[src/rtl/core_pkg.sv]
// Constants and types shared between the fetch and decode stages of the core.
// Holds the datapath widths, the reset PC default, the PC step and the base opcodes.
package core_pkg;

   localparam int XLEN    = 32;
   localparam int INSTR_W = 32;

   localparam logic [XLEN-1:0]    RESET_PC_DEFAULT = 32'h0000_0000;
   localparam logic [XLEN-1:0]    PC_STEP          = 32'd4;
   localparam logic [INSTR_W-1:0] NOP              = 32'h0000_0013;

   localparam logic [6:0] OP     = 7'b0110011;
   localparam logic [6:0] OP_IMM = 7'b0010011;

   typedef struct packed {
      logic [XLEN-1:0]    pc;
      logic [INSTR_W-1:0] word;
   } fetch_entry_t;

   function automatic logic [XLEN-1:0] align_pc(input logic [XLEN-1:0] pc);
      return pc & ~32'h3;
   endfunction

endpackage

[src/rtl/fetch_fifo.sv]
// Small circular buffer of {pc, word} entries between instruction memory and decode.
// Clear wins over push and pop so a redirect voids both in the same cycle.
module fetch_fifo
   import core_pkg::*;
#(
   parameter int DEPTH = 2
) (
   input  logic                           clk,
   input  logic                           reset,
   input  logic                           clear,
   input  logic                           push,
   input  logic [XLEN-1:0]                push_pc,
   input  logic [INSTR_W-1:0]             push_word,
   input  logic                           pop,
   output logic [XLEN-1:0]                head_pc,
   output logic [INSTR_W-1:0]             head_word,
   output logic [$clog2(DEPTH+1)-1:0]     count,
   output logic                           empty,
   output logic                           full
);

   localparam int CNT_W = $clog2(DEPTH + 1);
   localparam int PTR_W = $clog2(DEPTH);

   fetch_entry_t     mem_q [DEPTH];
   fetch_entry_t     mem_d [DEPTH];
   logic [PTR_W-1:0] rd_ptr_q, rd_ptr_d;
   logic [PTR_W-1:0] wr_ptr_q, wr_ptr_d;
   logic [CNT_W-1:0] count_q, count_d;
   logic             do_push, do_pop;

   assign empty     = (count_q == '0);
   assign full      = (count_q == CNT_W'(DEPTH));
   assign count     = count_q;
   assign do_push   = push && !full;
   assign do_pop    = pop && !empty;
   assign head_pc   = empty ? '0 : mem_q[rd_ptr_q].pc;
   assign head_word = empty ? '0 : mem_q[rd_ptr_q].word;

   // DEPTH is a power of two, so the pointers wrap naturally.
   always_comb begin
      mem_d    = mem_q;
      rd_ptr_d = rd_ptr_q;
      wr_ptr_d = wr_ptr_q;
      count_d  = count_q;
      if (clear) begin
         rd_ptr_d = '0;
         wr_ptr_d = '0;
         count_d  = '0;
      end else begin
         if (do_push) begin
            mem_d[wr_ptr_q] = '{pc: push_pc, word: push_word};
            wr_ptr_d        = wr_ptr_q + 1'b1;
         end
         if (do_pop) begin
            rd_ptr_d = rd_ptr_q + 1'b1;
         end
         count_d = count_q + CNT_W'(do_push) - CNT_W'(do_pop);
      end
   end

   always_ff @(posedge clk) begin
      if (reset) begin
         rd_ptr_q <= '0;
         wr_ptr_q <= '0;
         count_q  <= '0;
      end else begin
         rd_ptr_q <= rd_ptr_d;
         wr_ptr_q <= wr_ptr_d;
         count_q  <= count_d;
      end
   end

   always_ff @(posedge clk) begin
      mem_q <= mem_d;
   end

endmodule

[src/rtl/instruction_fetch.sv]
// Fetch stage: owns the PC, issues sequential word requests to instruction memory and
// feeds decode from a small buffer, dropping stale responses after a redirect.
module instruction_fetch
   import core_pkg::*;
#(
   parameter logic [31:0] RESET_PC  = RESET_PC_DEFAULT,
   parameter int          BUF_DEPTH = 2
) (
   input  logic        clk,
   input  logic        reset,
   output logic        imem_req_valid,
   input  logic        imem_req_ready,
   output logic [31:0] imem_addr,
   input  logic        imem_resp_valid,
   input  logic [31:0] imem_resp_data,
   input  logic        redirect_valid,
   input  logic [31:0] redirect_pc,
   output logic        instr_valid,
   output logic [31:0] instr,
   output logic [31:0] instr_pc,
   input  logic        instr_ready
);

   localparam int CNT_W = $clog2(BUF_DEPTH + 1);

   logic [XLEN-1:0]  fetch_pc_q, fetch_pc_d;
   logic [XLEN-1:0]  resp_pc_q, resp_pc_d;
   logic [CNT_W-1:0] outstanding_q, outstanding_d;
   logic [CNT_W-1:0] discard_q, discard_d;
   logic [CNT_W-1:0] fifo_count;
   logic [CNT_W:0]   in_use;
   logic             fifo_empty, fifo_full;
   logic             req_fire, resp_keep, fifo_pop;
   logic [XLEN-1:0]  redirect_target;

   // Every buffer slot is reserved either by an in-flight request or a held word.
   assign in_use          = {1'b0, outstanding_q} + {1'b0, fifo_count};
   assign imem_req_valid  = !reset && !redirect_valid && (in_use < (CNT_W+1)'(BUF_DEPTH));
   assign imem_addr       = fetch_pc_q;
   assign req_fire        = imem_req_valid && imem_req_ready;
   assign resp_keep       = imem_resp_valid && (discard_q == '0);
   assign instr_valid     = !fifo_empty;
   assign fifo_pop        = instr_valid && instr_ready;
   assign redirect_target = align_pc(redirect_pc);

   fetch_fifo #(
      .DEPTH(BUF_DEPTH)
   ) u_fifo (
      .clk       (clk),
      .reset     (reset),
      .clear     (redirect_valid),
      .push      (resp_keep),
      .push_pc   (resp_pc_q),
      .push_word (imem_resp_data),
      .pop       (fifo_pop),
      .head_pc   (instr_pc),
      .head_word (instr),
      .count     (fifo_count),
      .empty     (fifo_empty),
      .full      (fifo_full)
   );

   // outstanding already includes requests still being dropped, so after a redirect
   // everything in flight except a same-cycle response becomes stale.
   always_comb begin
      fetch_pc_d    = fetch_pc_q;
      resp_pc_d     = resp_pc_q;
      discard_d     = discard_q;
      outstanding_d = outstanding_q + CNT_W'(req_fire) - CNT_W'(imem_resp_valid);
      if (redirect_valid) begin
         fetch_pc_d = redirect_target;
         resp_pc_d  = redirect_target;
         discard_d  = outstanding_q - CNT_W'(imem_resp_valid);
      end else begin
         if (req_fire) begin
            fetch_pc_d = fetch_pc_q + PC_STEP;
         end
         if (imem_resp_valid) begin
            if (discard_q != '0) begin
               discard_d = discard_q - 1'b1;
            end else begin
               resp_pc_d = resp_pc_q + PC_STEP;
            end
         end
      end
   end

   always_ff @(posedge clk) begin
      if (reset) begin
         fetch_pc_q    <= RESET_PC;
         resp_pc_q     <= RESET_PC;
         outstanding_q <= '0;
         discard_q     <= '0;
      end else begin
         fetch_pc_q    <= fetch_pc_d;
         resp_pc_q     <= resp_pc_d;
         outstanding_q <= outstanding_d;
         discard_q     <= discard_d;
      end
   end

   always_ff @(posedge clk) begin
      if (!reset) begin
         assert (!(imem_resp_valid && (outstanding_q == '0)));
         assert (!(resp_keep && !redirect_valid && fifo_full));
      end
   end

endmodule

[config.mk]
export PLATFORM = sky130hd
export DESIGN_NAME = instruction_fetch
export DESIGN_NICKNAME = d
export VERILOG_FILES = /design/src/rtl/core_pkg.sv /design/src/rtl/fetch_fifo.sv /design/src/rtl/instruction_fetch.sv
export SDC_FILE = /design/constraint.sdc
export NUM_CORES = 1
export LEC_CHECK = 0
export BUFFER_PORTS_ARGS = -buffer_cell sky130_fd_sc_hd__buf_2
export CAP_MARGIN = 0
export CORE_ASPECT_RATIO = 1.75
export CORE_MARGIN = 1.5
export CORE_UTILIZATION = 39
export CTS_CLUSTER_SIZE = 16
export DETAILED_ROUTE_END_ITERATION = 8
export PLACE_DENSITY = 0.66
export REMOVE_ABC_BUFFERS = 1
export SLEW_MARGIN = 10
export SYNTH_ARGS = -nofsm -noshare
export SYNTH_HDL_FRONTEND = slang
export SYNTH_SLANG_ARGS = --single-unit
[constraint.sdc]
create_clock -name clk -period 11.8 [get_ports clk]
set_clock_uncertainty 0.05 [all_clocks]
set_input_delay 1.18 -clock clk [delete_from_list [all_inputs] [get_ports clk]]
set_output_delay 1.18 -clock clk [all_outputs]
set_load 0.005 [all_outputs]
---- Yosys cells after proc, flatten, opt, wreduce, memory -nomap -nowiden ----
Cells that the tools add are included.
cells by class
  $mul .................................... 0
  shifts and indexed selects .............. 0
  reduce and logical (&&, ||, !) cells .... 23
  equality and inequality tests ........... 2
  add/subtract/negate cells ............... 11
  multiplexer cells ....................... 16
  div/mod/pow operators ................... 0
  bitwise gates (word level) .............. 4
  $lt $le $gt $ge ......................... 4
operators by type and width
  operator               count
  $mux 64                4
  $mux 32                7
  $bwmux 128             1
  $add 32x3->32 const B  2
  $demux 64 s1           1
  $logic_and 1x1->1      8
  $reduce_and 2->1       4
  $reduce_bool 2->1      4
  $mux 2                 3
  $sub 2x1->2            3
  $add 2x1->2            2
  $ge 2x2->1 const B     2
  $logic_not 1->1        4
  $logic_not 2->1        2
  $not 1->2              2
  $add 2x2->3            1
  $lt 3x2->1 const B     1
  $add 1x1->1 const B    2
  $eq 2x2->1 const B     1
  $lt 2x1->1 const B     1
  $ne 2x2->1 const B     1
  $not 1->1              2
  $reduce_or 2->1        1
  $sub 2x1->2 const B    1
storage, ports and cells
  latch bits .............................. 0
  flip-flop bits (word level) ............. 200
  memories kept ........................... 0
  bits in writable memories ............... 0
  ROM bits ................................ 0

---- Logic depth before layout (Yosys ltp) ----
Gate-level depths: netlist of run 1.
  depth in word-level cells ............... 6
  mapped depth ............................ 12
  gate-level depth less buffers ........... 12

---- Cells and area by module ----
Synthesis of run 1 repeated with hierarchy kept, for this count alone.
unflattened totals
  cells, all modules ...................... 760
  area, all modules ....................... 8893.5 um2
by module, submodules not included
  module             times used  area an instance (um2)  cells each
  fetch_fifo         1           5098.6                  294
  instruction_fetch  1           3794.9                  466

---- Worst setup path before layout of run 1 ----
No wires, ideal clock.
  path kind ............................... input -> register
  from .................................... input port redirect_valid
  to ...................................... register u_fifo.mem_q[100] (netlist bit), enable pin
  path slack .............................. 5036 ps
  cell stages on the path ................. 3
  data arrival time ....................... 6143 ps
  path buffers ............................ 2
  path through ............................ clkbuf_1 > buf_1 > nor3b_1
between the ends
  cells in the longest elaborated chain, start to end .. 2
RTL lines
  item                        line                     text
  from (decl)                 instruction_fetch.sv:16  input logic redirect_valid,
  $not 1->1 (no line)         --
  $reduce_and 2->1 (no line)  --
  to (signal assigned)        fetch_fifo.sv:75         mem_q <= mem_d;
  to (decl)                   fetch_fifo.sv:25         fetch_entry_t mem_q [DEPTH];
No other way between the ends.
A chain may end at the register's enable or synchronous reset.

---- Worst setup path after layout of run 1 ----
  from .................................... register u_fifo.count_q[0] (netlist: u_fifo.count[0])
  to ...................................... output port imem_req_valid
between the ends
  cells in the longest elaborated chain, start to end .. 3
RTL lines
  item                    line                     text
  from (decl)             fetch_fifo.sv:29         logic [CNT_W-1:0] count_q, count_d;
  from (signal assigned)  fetch_fifo.sv:70         count_q <= count_d;
  $add 2x2->3             instruction_fetch.sv:37  assign in_use = {1'b0, outstanding_q} + {1'b0, fifo_count};
  $lt 3x2->1              instruction_fetch.sv:38  assign imem_req_valid = !reset && !redirect_valid && (in_use < (CNT_W+1)'(BUF_DEPTH));
  $logic_and 1x1->1       instruction_fetch.sv:38
  to (decl)               instruction_fetch.sv:11  output logic imem_req_valid,
No other way between the ends.

==> results of run 1 <==
routing by layer:
metal	global-route usage [%]	routed length, um
met5	0	0
met4	9.68	676
met3	2.79	554
met2	31.0	10500
met1	19.9	7860
logic make-up (layout without fill, tap and decap cells):
family | after synthesis | after routing
multiplexers | 72 | 72
flip-flops | 192 | 192
other | 1 | 4
AND/OR/NAND/NOR | 244 | 244
AO/OA/AOI/OAI | 92 | 92
XOR/XNOR | 50 | 50
buffers and inverters | 54 | 215
adder cells (fa/ha/maj) | 9 | 9
power groups by stage:
stage	clock [uW]	combinational, uW	sequential, uW
final	586	154	782
after global routing	628	172	787
after CTS	601	157	782
after detailed placement	0	156	797
after global placement	0	153	795
after floorplan	0	87.7	792
path summary, 6_finish.rpt:
check | to | cells after the start
worst max-delay path | imem_req_valid | 5
worst min-delay path | u_fifo.mem_q[60] | 0
worst max register to register | outstanding_q[1] | 12
worst min register to register | u_fifo.mem_q[60] | 0
worst max-delay path, cell delays in order, from the launching register on:
cell and delay (ns):
dfxtp_1 0.38, inv_1 0.09, nor2_1 0.13, fa_1 0.49
nor4_1 0.49, buf_2 0.20
cells in the final DEF (no fill, tap or decap), drive strengths merged, types with 5 or more instances in the layout:
| master | instances |
|---|---|
| and3 | 10 |
| dfxtp | 68 |
| and2 | 5 |
| edfxtp | 124 |
| nor4 | 12 |
| buf | 167 |
| xor2 | 27 |
| nand3 | 31 |
| nand4 | 23 |
| a21oi | 15 |
| a21boi | 21 |
| nor2 | 91 |
| and4 | 5 |
| ha | 8 |
| mux2 | 5 |
| xnor2 | 23 |
| nand2 | 41 |
| a211oi | 13 |
| inv | 23 |
| nor3 | 17 |
| clkbuf | 23 |
| o21a | 15 |
| mux2i | 67 |
| o21ai | 10 |
stage by stage:
step	total power, uW	setup WS (ns)	instance area [um2]
floorplan	880	5.09	8310
global placement	949	8.10	9550
detailed placement	953	8.09	9550
CTS	1540	8.25	10200
global route	1590	8.22	10200
finish	1520	8.34	10200
registers in the layout, indices dropped and copies added (netlist names):
name             count
u_fifo.count         2
u_fifo.rd_ptr_q      1
outstanding_q        2
u_fifo.wr_ptr_q      1
imem_addr           30
resp_pc_q           30
discard_q            2
u_fifo.mem_q       124
final cells by class:
cell class	instances	area [um2]
fillers	1976	11200
flip-flops and latches	192	5090
multi-input cells	471	3190
repair buffers	167	851
clock buffers	23	533
well taps	292	365
clock inverters	9	78.8
inverters	16	60.1
==> impl_metrics.env, run 1 <==
export IMPL_status="completed"
export IMPL_number_of_core_rows=71
export IMPL_num_antenna_cells=0
export IMPL_synth_yosys_warnings=0
export IMPL_timing_critical_path_to_type="output pin"
export IMPL_core_area_um2=21400
export IMPL_setup_worst_path_start="u_fifo.count[0]"
export IMPL_floorplan_die_width_um=114
export IMPL_post_synth_top_count_cell="edfxtp_1"
export IMPL_post_synth_and_or_nand_nor_area_fraction_pct=14.5
export IMPL_power_leakage_uw=0.00376
export IMPL_worst_setup_path_type="reg -> out"
export IMPL_gp_weighted_congestion=0.816
export IMPL_netlist_area_um2=8470
export IMPL_power_internal_uw=1140
export IMPL_r2r_start="u_fifo.count[0]"
export IMPL_post_synth_fa_ha_maj_area_fraction_pct=1.42
export IMPL_h_tree_depth=4
export IMPL_relSlewSlack_pct=24.6
export IMPL_cts_hold_buf=0
export IMPL_die_height_um=198
export IMPL_clock_latency_ns=0.45
export IMPL_drt_total_wl_mm=19.5
export IMPL_startpoint_type="flop"
export IMPL_arrival_ns=2.23
export IMPL_post_cts_setup_buffer_count=0
export IMPL_synth_edf_count=124
export IMPL_global_route_overflow_total=0
export IMPL_required_ns=10.57
export IMPL_synth_compound_gate_area_share_pct=7.47
export IMPL_port_buffer_count=161
export IMPL_dpl_cell_count=1138
export IMPL_slew_viol_final=0
export IMPL_synth_top_cells_by_count="edfxtp_1 (124), nor2_1 (91), dfxtp_1 (68)"
export IMPL_fin_worst_hold_slack_ns=0.472
export IMPL_routed_wl_per_cell_um=16.7
export IMPL_timing_worst_slew_pin_value_ns=1.13
export IMPL_synth_area_top_cells="edfxtp_1 (44%), dfxtp_1 (16%), mux2i_1 (7.9%)"
export IMPL_synth_ff_latch_count=192
export IMPL_initial_antenna_violation_count=0
export IMPL_initialDrtViolationCount=365
export IMPL_cells_after_synth=714
export IMPL_tritoncts_num_buffers=17
export IMPL_dr_total_vias=5888
export IMPL_tns_setup_ns=0
export IMPL_cts_reportedPaths_clkPinSlew_ns=0.08
export IMPL_finalWorstPathRequiredPeriod_ns=3.46
export IMPL_grt_max_degree=78
export IMPL_post_synth_xor_area_fraction_pct=5.17
export IMPL_grtUsageTotal_pct=17.5
export IMPL_rsz0062_at_grt="no"
export IMPL_cts_tree="built"
export IMPL_numClockSinks=192
export IMPL_seq_total_area_yosys_pct=60.0
export IMPL_hold_path_startpoint="resp_pc_q[28]"
export IMPL_route_detailed_drc=0
export IMPL_fin_nets=944
export IMPL_syn_mean_instance_area_um2=11.9
export IMPL_switchingPower_uw=377
export IMPL_post_drt_via_cell_ratio=5.03
export IMPL_cellPowerDensity_nw_per_um2=150
export IMPL_r2r_setup_slack_ns=8.54
export IMPL_power_share_switching_pct=24.8
export IMPL_synth_area_mux_share_pct=8.63
export IMPL_layout_worst_path_cycle_share_pct=29.4
export IMPL_synth_async_sr_flop_share_pct=0
export IMPL_floorplan_initialDensity_pct=39.6
export IMPL_fmax_ghz=0.289
export IMPL_most_common_flop_cell_mapped_by_yosys="edfxtp_1"
export IMPL_post_route_cells_drive_above_1_share_pct=24.9
export IMPL_p_clk_share_pct=38.5
export IMPL_power_frac_seq_pct=51.4
export IMPL_fin_util_pct=47.5
export IMPL_layout_cells_non_filler=1170
export IMPL_synth_top_family_by_area="simple AND/OR/NAND/NOR gates"
export IMPL_max_cap_violations=0
export IMPL_synthDistinctLibCells=52
export IMPL_place_hpwl_mm=13.2
export IMPL_via_count_of_the_first_global_routing_pass=5715
export IMPL_worst_hold_path_type="reg -> reg"
export IMPL_most_area_hungry_cell_type_in_the_yosys_netlist="edfxtp_1"
export IMPL_top_level_ports=168
export IMPL_synth_top_cell_area_share_pct=44.0
export IMPL_final_hold_violation_count=0
export IMPL_max_clock_path_buffers=2
export IMPL_critical_path_max_fanout=4
export IMPL_global_route_wire_length_before_repair_mm=30.0
export IMPL_area_growth_pct=20.0
export IMPL_cts_root_buffer="clkbuf_16"
export IMPL_setup_viol=0
export IMPL_cts_resized_gates=0
export IMPL_peakVddDrop_uv=92.0
export IMPL_drt_pass1_iter_count=4
export IMPL_die_area_um2=22700
export IMPL_share_comb_of_total_power_pct=10.1
export IMPL_route_antenna_remaining_nets=0
No activity file was read; power rests on OpenSTA's default activity.
==> run 2, diff against run 1 <==
PLACE_DENSITY = 0.68   (was 0.66)
clock period = 3.1 ns   (was 11.8 ns; I/O delays follow)
==> impl_metrics.env, run 2 (synthesis gave the netlist of run 1 again) <==
export IMPL_layout_cells_most_common="buf_2"
export IMPL_pre_cts_ws_ns=0.168
export IMPL_largest_reg_flops=124
export IMPL_status="completed"
export IMPL_route_detailed_drc=0
export IMPL_slew_viol_final=0
export IMPL_post_route_cells_drive_above_1_share_pct=25.8
export IMPL_r2r_setup_slack_ns=0.14
export IMPL_tritoncts_num_buffers=17
export IMPL_core_area_um2=21400
export IMPL_setup_viol=0
export IMPL_critPathMaxStageDelay_ns=0.56
export IMPL_power_leakage_uw=0.00381
export IMPL_timing_critical_path_cells="inv_1 -> nor2_1 -> fa_1 -> or4b_4 -> buf_4 -> nor4_4 -> nand4_1 -> mux2_4 -> a21oi_2"
export IMPL_global_route_overflow_total=0
export IMPL_critical_path_max_fanout=12
export IMPL_timing_critical_path_to_type="flop"
export IMPL_fin_worst_hold_slack_ns=0.0336
export IMPL_finalWorstPathRequiredPeriod_ns=2.96
export IMPL_final_hold_violation_count=0
export IMPL_worst_setup_path_type="reg -> reg"
export IMPL_grtUsageTotal_pct=17.4
export IMPL_drt_total_wl_mm=19.5
export IMPL_cts_reportedPaths_clkPinSlew_ns=0.08
export IMPL_cts_hold_buf=0
export IMPL_global_route_wire_length_before_repair_mm=30.0
export IMPL_commonest_cells_after_routing_fill_and_taps_aside="buf_2 (161), edfxtp_1 (124), nor2_1 (90)"
export IMPL_dr_total_vias=5976
export IMPL_timing_worst_slew_pin_value_ns=0.686
export IMPL_fin_nets=955
export IMPL_route_antenna_remaining_nets=0
export IMPL_required_ns=3.40
export IMPL_die_height_um=198
export IMPL_floorplan_die_width_um=114
export IMPL_die_area_um2=22700
export IMPL_max_clock_path_buffers=2
export IMPL_post_drt_via_cell_ratio=5.06
export IMPL_initialDrtViolationCount=357
export IMPL_h_tree_depth=4
export IMPL_routed_wl_per_cell_um=16.5
export IMPL_layout_filler_cells=1980
export IMPL_worst_path_max_delay_cell="or4b_4"
export IMPL_post_cts_setup_buffer_count=0
export IMPL_cellPowerDensity_nw_per_um2=548
export IMPL_peakVddDrop_uv=324
export IMPL_initial_antenna_violation_count=1
export IMPL_final_critical_path_setup_slack_ns=0.136
export IMPL_fmax_ghz=0.337
export IMPL_drt_pass1_iter_count=5
export IMPL_cp_top_family="simple AND/OR/NAND/NOR gates"
export IMPL_gp_weighted_congestion=0.883
export IMPL_top_level_ports=168
export IMPL_startpoint_type="flop"
export IMPL_area_growth_pct=21.0
export IMPL_rsz0062_at_grt="no"
export IMPL_number_of_core_rows=71
export IMPL_cts_resized_gates=0
export IMPL_max_cap_violations=0
export IMPL_grt_max_degree=77
export IMPL_relSlewSlack_pct=53.9
export IMPL_arrival_ns=3.27
export IMPL_numClockSinks=192
export IMPL_worst_hold_path_type="in -> reg"
export IMPL_place_hpwl_mm=13.8
export IMPL_cts_tree="built"
export IMPL_largest_register="u_fifo.mem_q"
export IMPL_layout_worst_path_cycle_share_pct=95.6
export IMPL_critical_path_buf_inv_count=2
export IMPL_port_buffer_count=161
export IMPL_floorplan_initialDensity_pct=39.6
export IMPL_fin_util_pct=47.9
export IMPL_via_count_of_the_first_global_routing_pass=5735
export IMPL_cts_root_buffer="clkbuf_16"
export IMPL_clock_latency_ns=0.42
[run 2: cell types whose count changed in the layout (fill, tap and decap cells not counted), sizes merged]
cell / change
buf: +11
clkinv: +5
inv: -4
clkbuf: -2
diode: +1
[run 2: through the flow]
stage / TNS [ns] / std cells / total power [uW] / area [um2]
global placement: 0 / 1149 / 3630 / 9700
CTS: 0 / 1180 / 5680 / 10200
detailed placement: 0 / 1149 / 3650 / 9700
floorplan: -208.13 / 679 / 3350 / 8310
finish: 0 / 1181 / 5610 / 10300
global route: 0 / 1181 / 5870 / 10300
[run 2: final timing paths]
| kind | startpoint | to | depth (start not counted) |
|---|---|---|---|
| min reg2reg | resp_pc_q[31] | u_fifo.mem_q[127] | 0 |
| max | u_fifo.count[0] | imem_addr[15] | 9 |
| max reg2reg | u_fifo.count[0] | imem_addr[15] | 9 |
| min | imem_resp_data[1] | u_fifo.mem_q[1] | 1 |
[run 2: per-layer routing]
layer,vias up,GRT usage [%],share of wire [%]
met1,2880,19.0,39
met2,141,32.3,56
li1,2926,-,-
met3,29,2.60,2.9
met5,-,0,0
met4,0,8.75,2.9
[run 2: where the power goes]
| part | switching (uW) | total (uW) | internal [uW] |
|---|---|---|---|
| Clock | 921 | 2030 | 1110 |
| Combinational | 343 | 613 | 270 |
| Sequential | 109 | 2970 | 2860 |
[run 2: worst reg2reg max path: stages, from the launching register on]
cell     delay (ns)
dfxtp_1        0.39
inv_1          0.09
nor2_1         0.13
fa_1           0.49
or4b_4         0.57
buf_4          0.21
nor4_4         0.35
nand4_1        0.16
mux2_4         0.33
a21oi_2        0.12
[run 2: area by class of cell]
class	instances	area, um2	area share [%]
clock buffers	21	474	4.63
diodes	1	2.50	0.0244
repair buffers	178	996	9.72
inverters	16	60.1	0.586
well taps	292	365	3.56
clock inverters	10	78.8	0.769
multi-input cells	471	3190	31.1
flip-flops and latches	192	5090	49.6
==> run 3, diff against run 2 <==
CORE_UTILIZATION = 50   (was 39)
GPL_TIMING_DRIVEN = 0   (was not set)
PLACE_DENSITY = 0.82   (was 0.68)
==> impl_metrics.env, run 3 (synthesis gave the netlist of run 1 again) <==
export IMPL_route_antenna_remaining_nets=0
export IMPL_cts_root_buffer="clkbuf_16"
export IMPL_fin_nets=951
export IMPL_top_level_ports=168
export IMPL_tritoncts_num_buffers=17
export IMPL_p_clk_share_pct=37.5
export IMPL_global_route_overflow_total=0
export IMPL_commonest_cells_after_routing_fill_and_taps_aside="buf_2 (161), edfxtp_1 (124), nor2_1 (89)"
export IMPL_die_area_um2=17800
export IMPL_initialDrtViolationCount=365
export IMPL_worst_setup_path_type="reg -> reg"
export IMPL_timing_critical_path_to_type="flop"
export IMPL_post_layout_total_power_uw=5770
export IMPL_worst_r2r_path_depth=12
export IMPL_port_buffer_count=161
export IMPL_power_share_switching_pct=24.4
export IMPL_die_height_um=175
export IMPL_worst_hold_path_type="in -> reg"
export IMPL_largest_register="u_fifo.mem_q"
export IMPL_largest_reg_flops=124
export IMPL_via_count_of_the_first_global_routing_pass=5970
export IMPL_drt_total_wl_mm=18.5
export IMPL_numClockSinks=192
export IMPL_grtUsageTotal_pct=21.1
export IMPL_floorplan_initialDensity_pct=51.3
export IMPL_rsz0062_at_grt="no"
export IMPL_layout_worst_path_cycle_share_pct=94.7
export IMPL_grt_most_used_layer="met2"
export IMPL_place_hpwl_mm=13.1
export IMPL_share_comb_of_total_power_pct=11.0
export IMPL_status="completed"
export IMPL_finalWorstPathRequiredPeriod_ns=2.94
export IMPL_timing_worst_slew_pin_value_ns=0.832
export IMPL_grtUsageMet3_pct=3.16
export IMPL_worstHoldPathCells=1
export IMPL_drt_pass1_iter_count=5
export IMPL_layout_cells_most_common="buf_2"
export IMPL_gp_weighted_congestion=0.843
export IMPL_fmax_ghz=0.341
export IMPL_h_tree_depth=4
export IMPL_dpl_cell_count=1076
export IMPL_switchingPower_uw=1410
export IMPL_area_growth_pct=20.8
export IMPL_routed_wl_per_cell_um=16.7
export IMPL_post_route_cells_drive_above_1_share_pct=25.8
export IMPL_floorplan_die_width_um=101
export IMPL_power_frac_seq_pct=51.5
export IMPL_max_clock_path_buffers=2
export IMPL_tns_setup_ns=0
export IMPL_critical_path_max_fanout=9
export IMPL_setup_viol=0
export IMPL_post_drt_via_cell_ratio=5.44
export IMPL_cellPowerDensity_nw_per_um2=564
export IMPL_timing_critical_path_cells="inv_1 -> nor2_1 -> fa_2 -> or4b_4 -> nor2_4 -> inv_2 -> ha_1 -> inv_1 -> ha_1 -> xor2_1 -> xnor2_1 -> nor2_1"
export IMPL_cts_hold_buf=0
export IMPL_met2_usage_pct=39.0
export IMPL_power_leakage_uw=0.00383
export IMPL_cp_top_family="adder cells"
export IMPL_global_route_wire_length_before_repair_mm=28.6
export IMPL_clock_latency_ns=0.43
export IMPL_groute_layer_met1_usage_pct=22.1
export IMPL_initial_antenna_violation_count=0
export IMPL_route_detailed_drc=0
export IMPL_startpoint_type="flop"
export IMPL_required_ns=3.35
export IMPL_worst_path_max_delay_cell="or4b_4"
export IMPL_critical_path_depth_in_cells=12
export IMPL_arrival_ns=3.18
export IMPL_critPathMaxStageDelay_ns=0.57
export IMPL_grt_max_degree=57
export IMPL_final_hold_violation_count=0
export IMPL_slew_viol_final=0
export IMPL_cts_reportedPaths_clkPinSlew_ns=0.08
export IMPL_relSlewSlack_pct=44.2
export IMPL_critical_path_buf_inv_count=3
export IMPL_dr_total_vias=6038
export IMPL_number_of_core_rows=62
export IMPL_num_antenna_cells=0
export IMPL_peakVddDrop_uv=426
export IMPL_core_area_um2=16500
export IMPL_max_cap_violations=0
export IMPL_cts_tree="built"
export IMPL_power_internal_uw=4360
export IMPL_layout_cells_non_filler=1109
-- run 3: routing by layer --
layer,vias up,routed length [um],part of all wire (%)
met2,209,10000,54
met4,0,779,4.2
met3,46,884,4.8
met1,2860,6810,37
met5,-,0,0
li1,2923,-,-
-- run 3: final cells by class --
type / instances / area [um2]
clock buffer: 23 / 520
inverter: 16 / 60.1
sequential: 192 / 5090
timing repair buffer: 174 / 1010
multi-input combinational: 471 / 3200
fill: 1332 / 6290
tap: 224 / 280
clock inverter: 9 / 78.8
-- run 3: worst reg2reg max path, delay by kind of cell (launching register included) --
kind | cells | cell delay [ns]
buffers and inverters | 3 | 0.24
and+or+nand+nor | 4 | 0.90
DFF | 1 | 0.36
adders and majority gates | 3 | 0.97
xor gates and xnor gates | 2 | 0.30
-- run 3: worst paths after layout --
path	endpoint	slack [ns]	start
hold reg to reg	u_fifo.mem_q[121]	0.48	resp_pc_q[25]
setup / recovery	outstanding_q[1]	0.16	u_fifo.count[0]
setup reg to reg	outstanding_q[1]	0.16	u_fifo.count[0]
hold / removal	u_fifo.mem_q[68]	0.02	imem_resp_data[4]
-- run 3: power groups by stage --
| stage | clock network [uW] | logic [uW] | registers (uW) |
|---|---|---|---|
| floorplan | 0 | 334 | 3010 |
| global placement | 0 | 575 | 3040 |
| detailed placement | 0 | 632 | 3020 |
| CTS | 2200 | 639 | 2970 |
| global route | 2280 | 707 | 2990 |
| finish | 2170 | 635 | 2970 |
-- run 3: stage by stage --
stage | setup slack, ns | hold slack [ns] | utilization (%) | cell area [um2]
final | 0.164 | 0.0207 | 61.9 | 10200
after detailed placement | -0.155 | 0.446 | 58.2 | 9620
after floorplan | -2.99 | 0.322 | - | 8310
after global routing | 0.00737 | 0.0143 | 61.9 | 10200
after global placement | -5.37 | 0.430 | 56.9 | 9400
after CTS | 0.0115 | 0.00544 | 61.9 | 10200
-- run 3: what timing repair did --
item,4_1_cts,5_1_grt
buffers inserted,1,0
gates resized for setup,0,4
setup endpoints to repair,1,3
pin swaps,1,1
